===== src/rtl/id_ex_stage_if.sv =====
// Signal bundle between decode, the ID/EX register and the ALU/bypass network.
// The master side drives decode, MEM and WB inputs; the slave side is the stage.
interface id_ex_stage_if #(
   parameter int DATA_W = 32,
   parameter int RA_W   = 5
);
   logic              hold;
   logic              flush;
   logic              id_valid;
   logic [DATA_W-1:0] id_pc;
   logic [DATA_W-1:0] id_imm;
   logic [RA_W-1:0]   id_rs1;
   logic [RA_W-1:0]   id_rs2;
   logic [RA_W-1:0]   id_rd;
   logic              id_use_rs1;
   logic              id_use_rs2;
   logic [DATA_W-1:0] id_rs1_val;
   logic [DATA_W-1:0] id_rs2_val;
   logic [3:0]        id_alu_op;
   logic              id_src_pc;
   logic              id_src_imm;
   logic              id_reg_write;
   logic              id_mem_read;
   logic              id_mem_write;
   logic [RA_W-1:0]   mem_rd;
   logic              mem_reg_write;
   logic [DATA_W-1:0] mem_result;
   logic [RA_W-1:0]   wb_rd;
   logic              wb_reg_write;
   logic [DATA_W-1:0] wb_data;
   logic              stall_id;
   logic              ex_valid;
   logic [3:0]        ex_alu_op;
   logic [DATA_W-1:0] ex_x;
   logic [DATA_W-1:0] ex_y;
   logic [DATA_W-1:0] ex_store_data;
   logic [DATA_W-1:0] ex_pc;
   logic [RA_W-1:0]   ex_rd;
   logic              ex_reg_write;
   logic              ex_mem_read;
   logic              ex_mem_write;
   logic [15:0]       bubble_cnt;

   modport master (
      output hold, flush, id_valid, id_pc, id_imm, id_rs1, id_rs2, id_rd,
             id_use_rs1, id_use_rs2, id_rs1_val, id_rs2_val, id_alu_op,
             id_src_pc, id_src_imm, id_reg_write, id_mem_read, id_mem_write,
             mem_rd, mem_reg_write, mem_result, wb_rd, wb_reg_write, wb_data,
      input  stall_id, ex_valid, ex_alu_op, ex_x, ex_y, ex_store_data, ex_pc,
             ex_rd, ex_reg_write, ex_mem_read, ex_mem_write, bubble_cnt
   );

   modport slave (
      input  hold, flush, id_valid, id_pc, id_imm, id_rs1, id_rs2, id_rd,
             id_use_rs1, id_use_rs2, id_rs1_val, id_rs2_val, id_alu_op,
             id_src_pc, id_src_imm, id_reg_write, id_mem_read, id_mem_write,
             mem_rd, mem_reg_write, mem_result, wb_rd, wb_reg_write, wb_data,
      output stall_id, ex_valid, ex_alu_op, ex_x, ex_y, ex_store_data, ex_pc,
             ex_rd, ex_reg_write, ex_mem_read, ex_mem_write, bubble_cnt
   );
endinterface


===== src/rtl/id_ex_stage.sv =====
// ID/EX pipeline register with MEM/WB operand bypass, load-use bubble insertion,
// branch flush and a saturating bubble counter.
module id_ex_stage #(
   parameter int DATA_W = 32,
   parameter int RA_W   = 5
) (
   input  logic          clk,
   input  logic          rst_n,
   id_ex_stage_if.slave  bus
);
   logic              valid_reg;
   logic [DATA_W-1:0] pc_reg;
   logic [DATA_W-1:0] imm_reg;
   logic [RA_W-1:0]   rs_reg [2];
   logic [DATA_W-1:0] rs_val_reg [2];
   logic [RA_W-1:0]   rd_reg;
   logic [3:0]        alu_op_reg;
   logic              src_pc_reg;
   logic              src_imm_reg;
   logic              reg_write_reg;
   logic              mem_read_reg;
   logic              mem_write_reg;
   logic [15:0]       bubble_cnt_reg;
   logic [15:0]       bubble_cnt_next;

   logic [RA_W-1:0]   id_rs [2];
   logic              id_use [2];
   logic [DATA_W-1:0] id_rs_val [2];
   logic [1:0]        rs_hit;
   logic [DATA_W-1:0] cap_val [2];
   logic [DATA_W-1:0] fwd [2];
   logic              haz;

   assign id_rs[0]     = bus.id_rs1;
   assign id_rs[1]     = bus.id_rs2;
   assign id_use[0]    = bus.id_use_rs1;
   assign id_use[1]    = bus.id_use_rs2;
   assign id_rs_val[0] = bus.id_rs1_val;
   assign id_rs_val[1] = bus.id_rs2_val;

   genvar gi;
   generate
      for (gi = 0; gi < 2; gi++) begin : g_opnd
         assign rs_hit[gi] = id_use[gi] && (rd_reg == id_rs[gi]);
         // Write-through: the register file write lands this same cycle.
         assign cap_val[gi] = (bus.wb_reg_write && bus.wb_rd != '0 && bus.wb_rd == id_rs[gi])
                              ? bus.wb_data : id_rs_val[gi];
         always_comb begin
            fwd[gi] = rs_val_reg[gi];
            if (bus.mem_reg_write && bus.mem_rd != '0 && bus.mem_rd == rs_reg[gi])
               fwd[gi] = bus.mem_result;
            else if (bus.wb_reg_write && bus.wb_rd != '0 && bus.wb_rd == rs_reg[gi])
               fwd[gi] = bus.wb_data;
         end
      end
   endgenerate

   assign haz = bus.id_valid && valid_reg && mem_read_reg && (rd_reg != '0) && (|rs_hit);
   assign bubble_cnt_next = (bubble_cnt_reg == 16'hFFFF) ? bubble_cnt_reg : bubble_cnt_reg + 16'd1;

   always_ff @(posedge clk or negedge rst_n) begin
      if (!rst_n) begin
         valid_reg      <= 1'b0;
         pc_reg         <= '0;
         imm_reg        <= '0;
         rd_reg         <= '0;
         alu_op_reg     <= '0;
         src_pc_reg     <= 1'b0;
         src_imm_reg    <= 1'b0;
         reg_write_reg  <= 1'b0;
         mem_read_reg   <= 1'b0;
         mem_write_reg  <= 1'b0;
         bubble_cnt_reg <= '0;
         for (int i = 0; i < 2; i++) begin
            rs_reg[i]     <= '0;
            rs_val_reg[i] <= '0;
         end
      end else if (bus.hold) begin
         // Frozen pipeline: everything keeps its value.
      end else if (bus.flush || haz) begin
         valid_reg      <= 1'b0;
         rd_reg         <= '0;
         alu_op_reg     <= '0;
         reg_write_reg  <= 1'b0;
         mem_read_reg   <= 1'b0;
         mem_write_reg  <= 1'b0;
         bubble_cnt_reg <= bubble_cnt_next;
      end else begin
         valid_reg      <= bus.id_valid;
         pc_reg         <= bus.id_pc;
         imm_reg        <= bus.id_imm;
         rd_reg         <= bus.id_rd;
         alu_op_reg     <= bus.id_alu_op;
         src_pc_reg     <= bus.id_src_pc;
         src_imm_reg    <= bus.id_src_imm;
         reg_write_reg  <= bus.id_reg_write & bus.id_valid;
         mem_read_reg   <= bus.id_mem_read & bus.id_valid;
         mem_write_reg  <= bus.id_mem_write & bus.id_valid;
         if (!bus.id_valid)
            bubble_cnt_reg <= bubble_cnt_next;
         for (int i = 0; i < 2; i++) begin
            rs_reg[i]     <= id_rs[i];
            rs_val_reg[i] <= cap_val[i];
         end
      end
   end

   assign bus.stall_id      = haz & ~bus.flush & ~bus.hold;
   assign bus.ex_valid      = valid_reg;
   assign bus.ex_alu_op     = alu_op_reg;
   assign bus.ex_x          = src_pc_reg ? pc_reg : fwd[0];
   assign bus.ex_y          = src_imm_reg ? imm_reg : fwd[1];
   assign bus.ex_store_data = fwd[1];
   assign bus.ex_pc         = pc_reg;
   assign bus.ex_rd         = rd_reg;
   assign bus.ex_reg_write  = reg_write_reg;
   assign bus.ex_mem_read   = mem_read_reg;
   assign bus.ex_mem_write  = mem_write_reg;
   assign bus.bubble_cnt    = bubble_cnt_reg;
endmodule


===== src/flat_wrapper.sv =====
// flat-port wrapper written by rule: the top's interface ports become plain ports
module id_ex_stage_flat 
#(
   parameter int DATA_W = 32,
   parameter int RA_W   = 5
)
  (clk, rst_n, bus_hold, bus_flush, bus_id_valid, bus_id_pc, bus_id_imm, bus_id_rs1, bus_id_rs2, bus_id_rd, bus_id_use_rs1, bus_id_use_rs2, bus_id_rs1_val, bus_id_rs2_val, bus_id_alu_op, bus_id_src_pc, bus_id_src_imm, bus_id_reg_write, bus_id_mem_read, bus_id_mem_write, bus_mem_rd, bus_mem_reg_write, bus_mem_result, bus_wb_rd, bus_wb_reg_write, bus_wb_data, bus_stall_id, bus_ex_valid, bus_ex_alu_op, bus_ex_x, bus_ex_y, bus_ex_store_data, bus_ex_pc, bus_ex_rd, bus_ex_reg_write, bus_ex_mem_read, bus_ex_mem_write, bus_bubble_cnt);
  id_ex_stage_if #(.DATA_W(DATA_W), .RA_W(RA_W)) bus_i ();
  input  logic clk;
  input  logic rst_n;
  input wire logic [$bits(bus_i.hold)-1:0] bus_hold;
  input wire logic [$bits(bus_i.flush)-1:0] bus_flush;
  input wire logic [$bits(bus_i.id_valid)-1:0] bus_id_valid;
  input wire logic [$bits(bus_i.id_pc)-1:0] bus_id_pc;
  input wire logic [$bits(bus_i.id_imm)-1:0] bus_id_imm;
  input wire logic [$bits(bus_i.id_rs1)-1:0] bus_id_rs1;
  input wire logic [$bits(bus_i.id_rs2)-1:0] bus_id_rs2;
  input wire logic [$bits(bus_i.id_rd)-1:0] bus_id_rd;
  input wire logic [$bits(bus_i.id_use_rs1)-1:0] bus_id_use_rs1;
  input wire logic [$bits(bus_i.id_use_rs2)-1:0] bus_id_use_rs2;
  input wire logic [$bits(bus_i.id_rs1_val)-1:0] bus_id_rs1_val;
  input wire logic [$bits(bus_i.id_rs2_val)-1:0] bus_id_rs2_val;
  input wire logic [$bits(bus_i.id_alu_op)-1:0] bus_id_alu_op;
  input wire logic [$bits(bus_i.id_src_pc)-1:0] bus_id_src_pc;
  input wire logic [$bits(bus_i.id_src_imm)-1:0] bus_id_src_imm;
  input wire logic [$bits(bus_i.id_reg_write)-1:0] bus_id_reg_write;
  input wire logic [$bits(bus_i.id_mem_read)-1:0] bus_id_mem_read;
  input wire logic [$bits(bus_i.id_mem_write)-1:0] bus_id_mem_write;
  input wire logic [$bits(bus_i.mem_rd)-1:0] bus_mem_rd;
  input wire logic [$bits(bus_i.mem_reg_write)-1:0] bus_mem_reg_write;
  input wire logic [$bits(bus_i.mem_result)-1:0] bus_mem_result;
  input wire logic [$bits(bus_i.wb_rd)-1:0] bus_wb_rd;
  input wire logic [$bits(bus_i.wb_reg_write)-1:0] bus_wb_reg_write;
  input wire logic [$bits(bus_i.wb_data)-1:0] bus_wb_data;
  output wire logic [$bits(bus_i.stall_id)-1:0] bus_stall_id;
  output wire logic [$bits(bus_i.ex_valid)-1:0] bus_ex_valid;
  output wire logic [$bits(bus_i.ex_alu_op)-1:0] bus_ex_alu_op;
  output wire logic [$bits(bus_i.ex_x)-1:0] bus_ex_x;
  output wire logic [$bits(bus_i.ex_y)-1:0] bus_ex_y;
  output wire logic [$bits(bus_i.ex_store_data)-1:0] bus_ex_store_data;
  output wire logic [$bits(bus_i.ex_pc)-1:0] bus_ex_pc;
  output wire logic [$bits(bus_i.ex_rd)-1:0] bus_ex_rd;
  output wire logic [$bits(bus_i.ex_reg_write)-1:0] bus_ex_reg_write;
  output wire logic [$bits(bus_i.ex_mem_read)-1:0] bus_ex_mem_read;
  output wire logic [$bits(bus_i.ex_mem_write)-1:0] bus_ex_mem_write;
  output wire logic [$bits(bus_i.bubble_cnt)-1:0] bus_bubble_cnt;
  assign bus_i.hold = bus_hold;
  assign bus_i.flush = bus_flush;
  assign bus_i.id_valid = bus_id_valid;
  assign bus_i.id_pc = bus_id_pc;
  assign bus_i.id_imm = bus_id_imm;
  assign bus_i.id_rs1 = bus_id_rs1;
  assign bus_i.id_rs2 = bus_id_rs2;
  assign bus_i.id_rd = bus_id_rd;
  assign bus_i.id_use_rs1 = bus_id_use_rs1;
  assign bus_i.id_use_rs2 = bus_id_use_rs2;
  assign bus_i.id_rs1_val = bus_id_rs1_val;
  assign bus_i.id_rs2_val = bus_id_rs2_val;
  assign bus_i.id_alu_op = bus_id_alu_op;
  assign bus_i.id_src_pc = bus_id_src_pc;
  assign bus_i.id_src_imm = bus_id_src_imm;
  assign bus_i.id_reg_write = bus_id_reg_write;
  assign bus_i.id_mem_read = bus_id_mem_read;
  assign bus_i.id_mem_write = bus_id_mem_write;
  assign bus_i.mem_rd = bus_mem_rd;
  assign bus_i.mem_reg_write = bus_mem_reg_write;
  assign bus_i.mem_result = bus_mem_result;
  assign bus_i.wb_rd = bus_wb_rd;
  assign bus_i.wb_reg_write = bus_wb_reg_write;
  assign bus_i.wb_data = bus_wb_data;
  assign bus_stall_id = bus_i.stall_id;
  assign bus_ex_valid = bus_i.ex_valid;
  assign bus_ex_alu_op = bus_i.ex_alu_op;
  assign bus_ex_x = bus_i.ex_x;
  assign bus_ex_y = bus_i.ex_y;
  assign bus_ex_store_data = bus_i.ex_store_data;
  assign bus_ex_pc = bus_i.ex_pc;
  assign bus_ex_rd = bus_i.ex_rd;
  assign bus_ex_reg_write = bus_i.ex_reg_write;
  assign bus_ex_mem_read = bus_i.ex_mem_read;
  assign bus_ex_mem_write = bus_i.ex_mem_write;
  assign bus_bubble_cnt = bus_i.bubble_cnt;
  id_ex_stage #(.DATA_W(DATA_W), .RA_W(RA_W)) u_core (.clk(clk), .rst_n(rst_n), .bus(bus_i));
endmodule

===== config.mk =====
export PLATFORM = sky130hd
export DESIGN_NAME = id_ex_stage_flat
export DESIGN_NICKNAME = d
export VERILOG_FILES = /design/src/rtl/id_ex_stage_if.sv /design/src/rtl/id_ex_stage.sv /design/src/flat_wrapper.sv
export SDC_FILE = /design/constraint.sdc
export NUM_CORES = 1
export LEC_CHECK = 0
export BUFFER_PORTS_ARGS = -buffer_cell sky130_fd_sc_hd__buf_2
export CAP_MARGIN = 20
export CELL_PAD_IN_SITES_DETAIL_PLACEMENT = 1
export CELL_PAD_IN_SITES_GLOBAL_PLACEMENT = 2
export CORE_ASPECT_RATIO = 0.8
export CORE_MARGIN = 4
export CORE_UTILIZATION = 27
export DETAILED_ROUTE_END_ITERATION = 8
export MAX_ROUTING_LAYER = met4
export PLACE_DENSITY = 0.93
export SYNTH_ARGS = -nofsm -noshare
export SYNTH_HDL_FRONTEND = slang
export SYNTH_SLANG_ARGS = --single-unit

===== constraint.sdc =====
create_clock -name clk -period 5 [get_ports clk]
set_input_delay 1.5 -clock clk [delete_from_list [all_inputs] [get_ports clk]]
set_output_delay 1.5 -clock clk [all_outputs]
set_load 0.01 [all_outputs]

==> flow_summary_export.csv <==
group,metric,value,unit
pwr,power.density_cell_area,314,nW/µm²
synth,synthesis.yosys.warnings,0,
detailed_routing,drt_iter0_drc,509,
pwr,sequential_group_share_of_total_power,40.6,%
global_routing,wire_length_of_the_first_global_routing_pass,64100,µm
pwr,vdd_drop_max,217,µV
cts,ctsHoldBuffers,0,
pwr,share_comb_of_total_power,28.2,%
cts,max-clock-path-buffers,2,
placement,post-place-cells,2010,
detailed_routing,mean_routed_wirelength_per_cell,20.7,µm
sta,setup_viol,0,
run,max_cap_violations,0,
cells_and_area,largest_register_ff_count,64,
placement,port_buffers,392,
synth,synthesis.area_per_instance,8.25,µm²
die,die_height,176,µm
detailed_routing,drc,0,
setup_path,worst_r2r_src,"u_core.bus.ex_rd[1]$_DFFE_PN0N_",
pwr,power.leakage,6.85,nW
die,start_util,27.4,%
setup_path,critical_path.most_common_cell,"buf_4",
die,die-area,38500,µm²
synth,post_synth_inst_count,1158,
cells_and_area,final-instance-count-excl-fill,2067,
synth,synth-main-ff-cell,"dfrtp_1",
setup_path,crit_family,"buffers and inverters",
sta,timing.slew.headroom,28.8,%
setup_path,criticalPathCategory,"in -> out",
setup_path,arrival_time_reported_for_the_critical_path_endpoint,3.46,ns
sta,fmax,202,MHz
sta,period_share,99.2,%
setup_path,cp_slowest_stage_delay,0.29,ns
pwr,internal_power,2.78,mW
hold_path,holdCritPathClass,"reg -> reg",
pwr,power.share.clock,31.2,%
global_routing,overall_overflow_remaining_after_global_route,0,
setup_path,worstSetupStartpointType,"input pin",
pwr,power_switching_share,34.7,%
pwr,power_after_layout,4.26,mW
die,floorplan.die.width,218,µm
synth,synth-async-reset-ratio,100,%
cts,cts_root_buffer,"clkbuf_16",
synth,post_synth_instance_area,9550,µm²
die,io_pins,393,
sta,timing.final.max_slew_violations,0,
cts,htreeDepth,4,
hold_path,worst_hold_startpoint,"u_core.imm_reg[21]$_DFFE_PN0P_",
global_routing,grt_antenna_before_repair,11,
global_routing,grt_use_met2,37.1,%
detailed_routing,vias_per_cell,4.83,
cts,path_clk_slew,0.07,ns
sta,rsz0062_at_grt,"true",
die,num_rows,61,
sta,setup_total_negative_slack,0,ns
detailed_routing,wl,42700,µm
pwr,power_switching,1.48,mW
run_status,status,"finished, final reports clean",
sta,worst_pin_slew,1.07,ns
synth,synth_sequential_area_ratio,44.3,%
cts,cts_num_sinks,169,
global_routing,grt.met3_usage,5.70,%
cells_and_area,nets,1808,
cts,cts_tree,"done",
sta,finalCriticalPeriod,4.96,ns
placement,post-dp-hpwl,31000,µm
setup_path,critPathBufInv,6,
synth,synth_enable_flop_cells,0,
setup_path,critPathCaptureType,"primary output",
sta,report.final.hold_viol_count,0,
synth,synth.lib_cells_used.distinct,36,
global_routing,use_met1,27.0,%
cts,clkLatencyLatePin,0.45,ns
global_routing,busiest_layer,"met2",
setup_path,crit_path_cell_chain,"buf_2, buf_4, xor2_1, nor4_2, buf_4, nand3_2, buf_12, buf_4, nand2_1, a31oi_2, mux2_2, buf_2",
global_routing,largest_net_degree_at_the_start_of_global_routing,90,
setup_path,timing.critical_path.from,"bus_wb_rd[0]",
global_routing,grt.total_usage,22.3,%
cells_and_area,final_layout_size_suffix_gt1_share,36.6,%
synth,synthesized_flop_and_latch_total,169,
setup_path,critPathRequiredTime,3.50,ns
detailed_routing,pre_antenna_drt_iters,4,
cts,numCtsBuffers,17,
detailed_routing,detail-route-antenna-nets,0,
global_routing,grt_pass1_vias,10896,
setup_path,crit_slowest_cell,"mux2_2",
cells_and_area,synthToLayoutAreaGrowth,42.1,%
sta,final.setup_skew,0.0217,ns
setup_path,path_max_fanout,11,
detailed_routing,routed_via_count,9976,
placement,final_wtd_congestion,0.929,
die,coreArea,34800,µm²
synth,synth_nets,1394,
-- per-stage QoR --
step	instance area [µm²]	worst slack [ns]	utilization, %	hold WS, ns
after floorplan	9550	0.219	-	0.440
after global placement	12500	-0.117	35.8	0.452
after detailed placement	12500	-0.159	35.8	0.460
after CTS	13200	-0.00768	38.0	0.483
after global routing	13600	-0.0321	39.0	0.511
final	13600	0.0381	39.0	0.480
-- layout make-up --
cell class | count | area, µm²
multi-input cells | 873 | 5020
flip-flops and latches | 169 | 4230
clock buffers | 20 | 467
inverters | 32 | 120
repair buffers | 479 | 3010
well taps | 472 | 591
fillers | 4309 | 21200
clock inverters | 12 | 105
diodes | 10 | 25.0
-- synthesized netlist by cell type (5+ instances only) --
cell type | instances | area (µm²)
mux2_2 | 33 | 372
nor2_1 | 65 | 244
o31ai_1 | 33 | 248
nand3_1 | 14 | 70.1
nand2_1 | 392 | 1470
mux2i_1 | 64 | 641
xnor2_1 | 31 | 272
o21ai_0 | 79 | 395
o21ai_1 | 21 | 105
nor4_1 | 5 | 31.3
and3_1 | 10 | 62.6
xor2_1 | 24 | 210
a21oi_1 | 32 | 160
a22o_1 | 10 | 87.6
buf_2 | 42 | 210
dfrtp_1 | 169 | 4230
a31oi_1 | 32 | 200
inv_1 | 32 | 120
buf_1 | 6 | 22.5
clkbuf_1 | 31 | 116
nand4_1 | 6 | 37.5
-- logic make-up (layout without fill, tap and decap cells) --
| logic type | count (synthesis) | in the layout | share of synthesized area, % |
|---|---|---|---|
| AO/OA/AOI/OAI | 214 | 214 | 13.2 |
| XOR/XNOR | 55 | 55 | 5.05 |
| adder cells (fa/ha/maj) | 1 | 1 | 0.131 |
| buffers and inverters | 116 | 543 | 5.46 |
| flip-flops | 169 | 169 | 44.3 |
| multiplexers | 97 | 97 | 10.6 |
| other | 0 | 10 | 0 |
| AND/OR/NAND/NOR | 506 | 506 | 21.3 |
-- worst min-delay path: stages, from the launching register on --
cell and delay (ns):
dfrtp_1 0.34, nand2_1 0.05, nand2_1 0.05
-- cells in the final DEF (no fill, tap or decap), types with 7 or more instances in the layout --
master / instances
nor2_1: 65
buf_2: 389
and3_1: 9
nand3_1: 12
a31oi_2: 7
xnor2_1: 30
inv_1: 32
o21ai_1: 34
o21ai_0: 61
buf_12: 17
xor2_1: 23
o31ai_1: 30
a22o_1: 10
a31oi_1: 24
mux2i_1: 64
nand2_1: 391
buf_4: 58
a21oi_1: 31
dfrtp_1: 167
mux2_2: 32
diode_2: 10
clkbuf_16: 21
-- worst paths after layout --
path,depth (start not counted),end,slack [ns]
min reg2reg,2,u_core.imm_reg[21]$_DFFE_PN0P_,0.48
min in group asynchronous,1,u_core.imm_reg[10]$_DFFE_PN0P_,1.10
max,12,bus_ex_y[2],0.04
max in group asynchronous,2,u_core.rs_val_reg[50]$_DFFE_PN0P_,3.02
max reg2reg,6,u_core.rs_reg[3]$_DFFE_PN0P_,2.17
min,2,u_core.imm_reg[21]$_DFFE_PN0P_,0.48
-- per-layer routing --
layer,wire [µm],part of all wire (%)
met5,0,0
met4,691,1.6
met3,2820,6.6
met2,20600,48
met1,18600,44
-- power groups by stage --
stage	clock network (mW)	logic [mW]	registers, mW
3_3_place_gp	0	1.13	1.74
6_report	1.33	1.20	1.73
4_1_cts	1.37	1.18	1.73
2_1_floorplan	0	0.575	1.70
5_1_grt	1.43	1.32	1.76
3_5_place_dp	0	1.16	1.75
-- timing repair --
action | 4_1_cts | 5_1_grt
setup buffers | 3 | 6
cloned | 3 | 4
gates resized for setup | 17 | 49
pin swaps | 7 | 21
setup endpoints to repair | 48 | 76
Power figures use the tool's default switching activity.
